--- config.mk ---
export PLATFORM = sky130hd
export DESIGN_NAME = lbp_window_fetch
export DESIGN_NICKNAME = d
export VERILOG_FILES = /design/src/rtl/lbp_pkg.sv /design/src/rtl/lbp_line_buffer.sv /design/src/rtl/lbp_window_fetch.sv
export SDC_FILE = /design/constraint.sdc
export NUM_CORES = 2
export LEC_CHECK = 0
export ABC_AREA = 1
export BUFFER_PORTS_ARGS = -buffer_cell sky130_fd_sc_hd__buf_2
export CAP_MARGIN = 20
export CORE_ASPECT_RATIO = 1.1
export CORE_MARGIN = 8
export CORE_UTILIZATION = 30
export CTS_BUF_LIST = sky130_fd_sc_hd__clkbuf_16
export DETAILED_ROUTE_END_ITERATION = 8
export GPL_ROUTABILITY_DRIVEN = 0
export PLACE_DENSITY_LB_ADDON = 0.12
export SLEW_MARGIN = 20
export SYNTH_ARGS = -nofsm -noshare
export SYNTH_HDL_FRONTEND = slang
export SYNTH_SLANG_ARGS = --single-unit
--- constraint.sdc ---
create_clock -name clk -period 19.09 [get_ports clk]
set_input_delay 2.8635 -clock clk [delete_from_list [all_inputs] [get_ports clk]]
set_output_delay 2.8635 -clock clk [all_outputs]
set_load 0.01 [all_outputs]
--- src/rtl/lbp_pkg.sv ---
// Shared types and constants for the LBP window fetcher: image defaults,
// fetch FSM states, 3x3 window pixel indices and the window bus packer.
package lbp_pkg;

  localparam int DEF_IMG_W  = 128;
  localparam int DEF_IMG_H  = 128;
  localparam int DEF_ADDR_W = 14;

  typedef enum logic [1:0] {
    ST_IDLE,
    ST_FETCH,
    ST_DRAIN,
    ST_DONE
  } fetch_state_e;

  localparam int WIN_NPIX = 9;
  localparam int WIN_TL   = 0;
  localparam int WIN_TC   = 1;
  localparam int WIN_TR   = 2;
  localparam int WIN_ML   = 3;
  localparam int WIN_CTR  = 4;
  localparam int WIN_MR   = 5;
  localparam int WIN_BL   = 6;
  localparam int WIN_BC   = 7;
  localparam int WIN_BR   = 8;

  // Pixel k lands in bits [8k+7:8k].
  function automatic logic [71:0] pack_window(input logic [7:0] px [WIN_NPIX]);
    logic [71:0] bus;
    bus = '0;
    for (int k = 0; k < WIN_NPIX; k++) begin
      bus[8*k +: 8] = px[k];
    end
    return bus;
  endfunction

endpackage

--- src/rtl/lbp_line_buffer.sv ---
// One image row of 8-bit pixels: combinational read of a column and a
// write of the same column at the clock edge (read sees the old value).
module lbp_line_buffer
  import lbp_pkg::*;
#(
  parameter int DEPTH = DEF_IMG_W,
  parameter int IDX_W = $clog2(DEF_IMG_W)
) (
  input  logic             clk,
  input  logic [IDX_W-1:0] col,
  input  logic             wr_en,
  input  logic [7:0]       wr_data,
  output logic [7:0]       rd_data
);

  logic [7:0] mem [DEPTH];

  assign rd_data = mem[col];

  always_ff @(posedge clk) begin
    if (wr_en) mem[col] <= wr_data;
  end

endmodule

--- src/rtl/lbp_window_fetch.sv ---
// Raster fetcher and 3x3 window generator feeding the LBP element.
// Optional LBP_FETCH_PERF_EN adds a saturating stall_cnt output.
//
// state    | meaning
// ST_IDLE  | waiting for gray_ready
// ST_FETCH | issuing one gray read per cycle unless stalled
// ST_DRAIN | all reads issued, emptying pipeline until last window accepted
// ST_DONE  | frame complete, held until reset
module lbp_window_fetch
  import lbp_pkg::*;
#(
  parameter int IMG_W  = DEF_IMG_W,
  parameter int IMG_H  = DEF_IMG_H,
  parameter int ADDR_W = DEF_ADDR_W
) (
  input  logic              clk,
  input  logic              reset,
  input  logic              gray_ready,
  output logic              gray_req,
  output logic [ADDR_W-1:0] gray_addr,
  input  logic [7:0]        gray_data,
  output logic              win_valid,
  input  logic              win_ready,
  output logic [71:0]       win_data,
  output logic [ADDR_W-1:0] win_addr,
`ifdef LBP_FETCH_PERF_EN
  output logic [15:0]       stall_cnt,
`endif
  output logic              done
);

  localparam int COL_W = $clog2(IMG_W);
  localparam int ROW_W = $clog2(IMG_H);
  localparam logic [ADDR_W-1:0] LAST_PIX = ADDR_W'(IMG_W*IMG_H - 1);
  localparam logic [ADDR_W-1:0] LAST_CTR = ADDR_W'((IMG_H-2)*IMG_W + IMG_W - 2);
  localparam logic [ADDR_W-1:0] CTR_OFS  = ADDR_W'(IMG_W + 1);

  fetch_state_e state_q, state_d;

  logic             stall, issue, proc, win_hit;
  logic             inflight_q, skid_valid_q;
  logic [7:0]       skid_data_q, src_data, l1_rd, l2_rd;
  logic             src_valid;
  logic [ROW_W-1:0] row_q;
  logic [COL_W-1:0] col_q;
  logic [7:0]       col_a_q [3];
  logic [7:0]       col_b_q [3];
  logic [7:0]       px [WIN_NPIX];

  assign stall     = win_valid && !win_ready;
  assign issue     = (state_q == ST_FETCH) && gray_ready && !stall;
  assign src_valid = skid_valid_q || inflight_q;
  assign src_data  = skid_valid_q ? skid_data_q : gray_data;
  assign proc      = src_valid && !stall;
  assign win_hit   = (row_q >= ROW_W'(2)) && (col_q >= COL_W'(2));

  always_ff @(posedge clk or posedge reset) begin
    if (reset) state_q <= ST_IDLE;
    else       state_q <= state_d;
  end

  always_comb begin
    state_d  = state_q;
    gray_req = 1'b0;
    done     = 1'b0;
    case (state_q)
      ST_IDLE:  if (gray_ready) state_d = ST_FETCH;
      ST_FETCH: begin
        gray_req = issue;
        if (issue && gray_addr == LAST_PIX) state_d = ST_DRAIN;
      end
      ST_DRAIN: if (win_valid && win_ready && win_addr == LAST_CTR) state_d = ST_DONE;
      ST_DONE:  done = 1'b1;
      default:  state_d = ST_IDLE;
    endcase
  end

  // Window columns: a = col c-2, b = col c-1, incoming column comes from L2/L1/pixel.
  always_comb begin
    px[WIN_TL]  = col_a_q[0];
    px[WIN_TC]  = col_b_q[0];
    px[WIN_TR]  = l2_rd;
    px[WIN_ML]  = col_a_q[1];
    px[WIN_CTR] = col_b_q[1];
    px[WIN_MR]  = l1_rd;
    px[WIN_BL]  = col_a_q[2];
    px[WIN_BC]  = col_b_q[2];
    px[WIN_BR]  = src_data;
  end

  always_ff @(posedge clk or posedge reset) begin
    if (reset) begin
      gray_addr    <= '0;
      inflight_q   <= 1'b0;
      skid_valid_q <= 1'b0;
      skid_data_q  <= '0;
      row_q        <= '0;
      col_q        <= '0;
      col_a_q      <= '{default: '0};
      col_b_q      <= '{default: '0};
      win_valid    <= 1'b0;
      win_data     <= '0;
      win_addr     <= '0;
    end else begin
      inflight_q <= issue;
      if (issue) gray_addr <= gray_addr + 1'b1;

      // The one pixel already requested when a stall appears parks here.
      if (inflight_q && stall) begin
        skid_valid_q <= 1'b1;
        skid_data_q  <= gray_data;
      end else if (proc) begin
        skid_valid_q <= 1'b0;
      end

      if (proc) begin
        col_a_q <= col_b_q;
        col_b_q <= '{l2_rd, l1_rd, src_data};
        col_q   <= col_q + 1'b1;
        if (col_q == COL_W'(IMG_W - 1)) row_q <= row_q + 1'b1;
        win_valid <= win_hit;
        if (win_hit) begin
          win_data <= pack_window(px);
          win_addr <= ADDR_W'({row_q, col_q}) - CTR_OFS;
        end
      end else if (win_valid && win_ready) begin
        win_valid <= 1'b0;
      end
    end
  end

  lbp_line_buffer #(.DEPTH(IMG_W), .IDX_W(COL_W)) u_l1 (
    .clk     (clk),
    .col     (col_q),
    .wr_en   (proc),
    .wr_data (src_data),
    .rd_data (l1_rd)
  );

  lbp_line_buffer #(.DEPTH(IMG_W), .IDX_W(COL_W)) u_l2 (
    .clk     (clk),
    .col     (col_q),
    .wr_en   (proc),
    .wr_data (l1_rd),
    .rd_data (l2_rd)
  );

`ifdef LBP_FETCH_PERF_EN
  always_ff @(posedge clk or posedge reset) begin
    if (reset) begin
      stall_cnt <= '0;
    end else if (state_q != ST_DONE && stall && stall_cnt != 16'hFFFF) begin
      stall_cnt <= stall_cnt + 1'b1;
    end
  end
`endif

endmodule

==> metrics.yaml <==
run_status:
  status: "complete, no violations"
flow_run:
  maxCapViolCount: 0
critical_path:
  r2r_slack_ns: 12.21
  r2r_end: "u_l2.mem[11][1]$_DFFE_PP_"
  end_kind: "register"
  crit_chain: "buf_4, buf_4, buf_4, buf_4, nand2_1, nand3_1, nand2_1, o21ai_0, nand2_1, nor2_1, nor2_1, nor2_1, nand2_4, buf_4, buf_4"
  cpMostUsedCell: "buf_4"
  arrival_ns: 7.40
  setup.worst_path.class: "reg2reg"
  critPathCapture: "u_l2.mem[11][1]$_DFFE_PP_"
  cp_data_required_time_ns: 19.61
  startpoint: "col_q[0]$_DFFE_PP0P_"
  worst-path-max-fanout: 63
  max_stage_delay_ns: 0.73
  reg2reg_from: "col_q[0]$_DFFE_PP0P_"
  critPathLaunchType: "register"
  ff2ff_path_depth: 15
  critPathSlowestCell: "dfrtp_4"
routing:
  m1WireLength_mm: 137
  wl_met3_mm: 12.1
  drt-total-wl_mm: 304
  vias: 62100
  via_per_inst: 4.51
  ant_nets: 0
  firstDrtPassIters: 5
  highest-signal-layer: "met4"
  drt_iter0_markers: 4750
  wl_met2_mm: 148
  drc: 0
  wire_per_inst_um: 22.1
floorplan:
  die_y_um: 606
  placeableCoreArea_mm2: 0.317
  initial_core_util_pct: 30.0
  die_w_um: 553
  die_area_mm2: 0.335
  rows: 217
  ios: 115
cts:
  cts_resized: 0
  cts_setup_buffers: 0
  cts_hold_buf: 0
  path_clk_slew_ns: 0.06
  cts_made_buffers: 266
  cts_sinks: 2223
  insertion_delay_ns: 0.87
  cts_tree: "built"
  clock_path_buffers: 4
  htree_levels: 5
  clockRootBuffer: "clkbuf_16"
place:
  dpl.hpwl_mm: 172
  post_dp_cell_area_mm2: 0.101
  port_buffers: 114
  pre_cts_ws_ns: 12.20
global_routing:
  grt_pass1_vias: 60700
  grt_max_degree: 151
  antenna_found_initial: 9
  grt_pass1_wl_mm: 439
  grt_util_all_layers_pct: 17.6
  grt_overflow: 0
power:
  p_leak_uw: 0.0466
  irDropWorstVdd_v: 0.000234
  power_uw: 18000
  cellPowerDensity_mw_per_mm2: 166
synthesis:
  synth_top_family_by_area: "simple AND/OR/NAND/NOR gates"
  ys.flop_type: "edfxtp_1"
  yosys.area_share.simple_pct: 19.1
  synthMuxAreaShare_pct: 0
  ys.warnings.count: 0
  ys_seq_area_share_pct: 69.3
  synth-seq-cells: 2223
  synth_edf_count: 2048
  syn_nets: 9226
  synth_xor_area_share_pct: 0.212
  yosysMostFrequentCell: "nand2_1"
  syn_area_mm2: 0.0951
  syn_inst: 9203
  yosys.area_share.adder_pct: 0.145
  synth.avg_cell_area_um2: 10.3
  synth_cell_types: 36
  synth_top_area_share_pct: 64.7
  synth_compound_area_share_pct: 2.22
  synthArstFlopShare_pct: 7.87
  yosysTopAreaCell: "edfxtp_1"
  synthTopCellsByArea: "edfxtp_1 65%, nand2_1 11%, inv_1 6.8%"
  synth_common_cells: "2672 x nand2_1, 2048 x edfxtp_1, 1720 x inv_1, 862 x nand3_1, 635 x nor2_1"
timing:
  whs_ns: 0.461
  rsz0062_at_grt: "false"
  setup-tns-final_ns: 0
  maxSlewViolCount: 0
  worst_slew_pin_slew_ns: 1.11
  layout_setup_ws_ns: 12.21
  hold_viol_final: 0
  max_freq_ghz: 0.145
  fin_crit_ns: 6.88
  setup_viol: 0
  clock_skew_ns: 0.0519
  fin_crit_sh_pct: 36.1
  relSlewSlack_pct: 26.0
final_layout:
  drive_gt1_share_pct: 8.36
  stdcell_area_mm2: 0.109
  fin_nets: 9425
  multi_input_area_mm2: 0.0209
  num-fill-cells: 32000
  syn2layout_area_growth_pct: 14.5
  ff_latch_area_mm2: 0.0659
hold_path:
  hold_start: "col_a_q[17]$_DFFE_PP0P_"
  hold_class: "reg2reg"
how the worst min path moves through the flow:
stage	end	slack, ns	cells after the start
3_3_place_gp	win_data[26]$_DFFE_PP0P_	0.46	2
2_1_floorplan	win_data[0]$_DFFE_PP0P_	0.44	2
4_1_cts	win_data[1]$_DFFE_PP0P_	0.47	2
5_1_grt	win_data[54]$_DFFE_PP0P_	0.49	2
6_report	win_data[1]$_DFFE_PP0P_	0.46	2
3_5_place_dp	win_data[53]$_DFFE_PP0P_	0.46	2
worst max-delay path: cells and delay by family (launching register included):
family	cells	cell delay, ns
AOI/OAI and AO/OA	1	0.18
buffers and inverters	6	3.54
DFF	1	0.73
and+or+nand+nor	8	1.79
registers in the layout (all words and copies together) (netlist names):
name          count
col_a_q          24
col_b_q          24
col_q             7
gray_addr        14
inflight_q        1
row_q             7
skid_data_q       8
skid_valid_q      1
state_q           2
u_l1.mem       1024
u_l2.mem       1024
win_addr         14
win_data         72
win_valid         1
final cells by class:
class                   instances  area share [%]
diodes                          9          0.0207
clock buffers                 271            6.23
clock inverters               194            1.03
inverters                    1729            5.99
multi-input cells            4837            19.2
flip-flops and latches       2223            60.5
well taps                    4161            4.78
repair buffers                345            2.24
metrics by stage:
stage,std cells,util [%]
4_1_cts,13800,34.4
3_5_place_dp,13300,31.9
3_3_place_gp,13300,31.9
5_1_grt,13800,34.4
2_1_floorplan,9203,-
6_report,13800,34.4
routing by layer:
| metal | up-vias | track usage [%] |
|---|---|---|
| met5 | - | 0 |
| met2 | 1175 | 30.3 |
| met3 | 388 | 2.28 |
| met1 | 30800 | 23.7 |
| met4 | 0 | 4.24 |
| li1 | 29700 | - |
placed cells by master, fill, tap and decap left out, types with 10 or more instances in the layout:
master	instances
buf_12	10
buf_2	114
buf_4	220
clkbuf_16	271
clkinv_1	66
clkinv_2	26
dfrtp_1	174
edfxtp_1	2048
ha_1	11
inv_1	1784
inv_6	21
nand2_1	2660
nand3_1	859
nand4_1	55
nor2_1	614
nor2_2	18
o211ai_1	17
o21ai_0	175
o21ai_1	194
or2_0	71
or2_1	20
or2_2	53
xor2_1	18
kinds of logic after synthesis:
family	after synthesis
and+or+nand+nor	4393
DFF	2223
buffers and inverters	2143
AOI/OAI and AO/OA	410
xor gates and xnor gates	23
adders and majority gates	11
report_power, final:
group / leakage [uW] / internal, uW / switching, uW / total (uW)
registers: 0.0207 / 6820 / 146 / 6970
clock network: 0.00413 / 2680 / 2030 / 4710
logic: 0.0217 / 1210 / 5150 / 6370
total: 0.0466 / 10700 / 7330 / 18000
No activity file was read; power rests on OpenSTA's default activity.
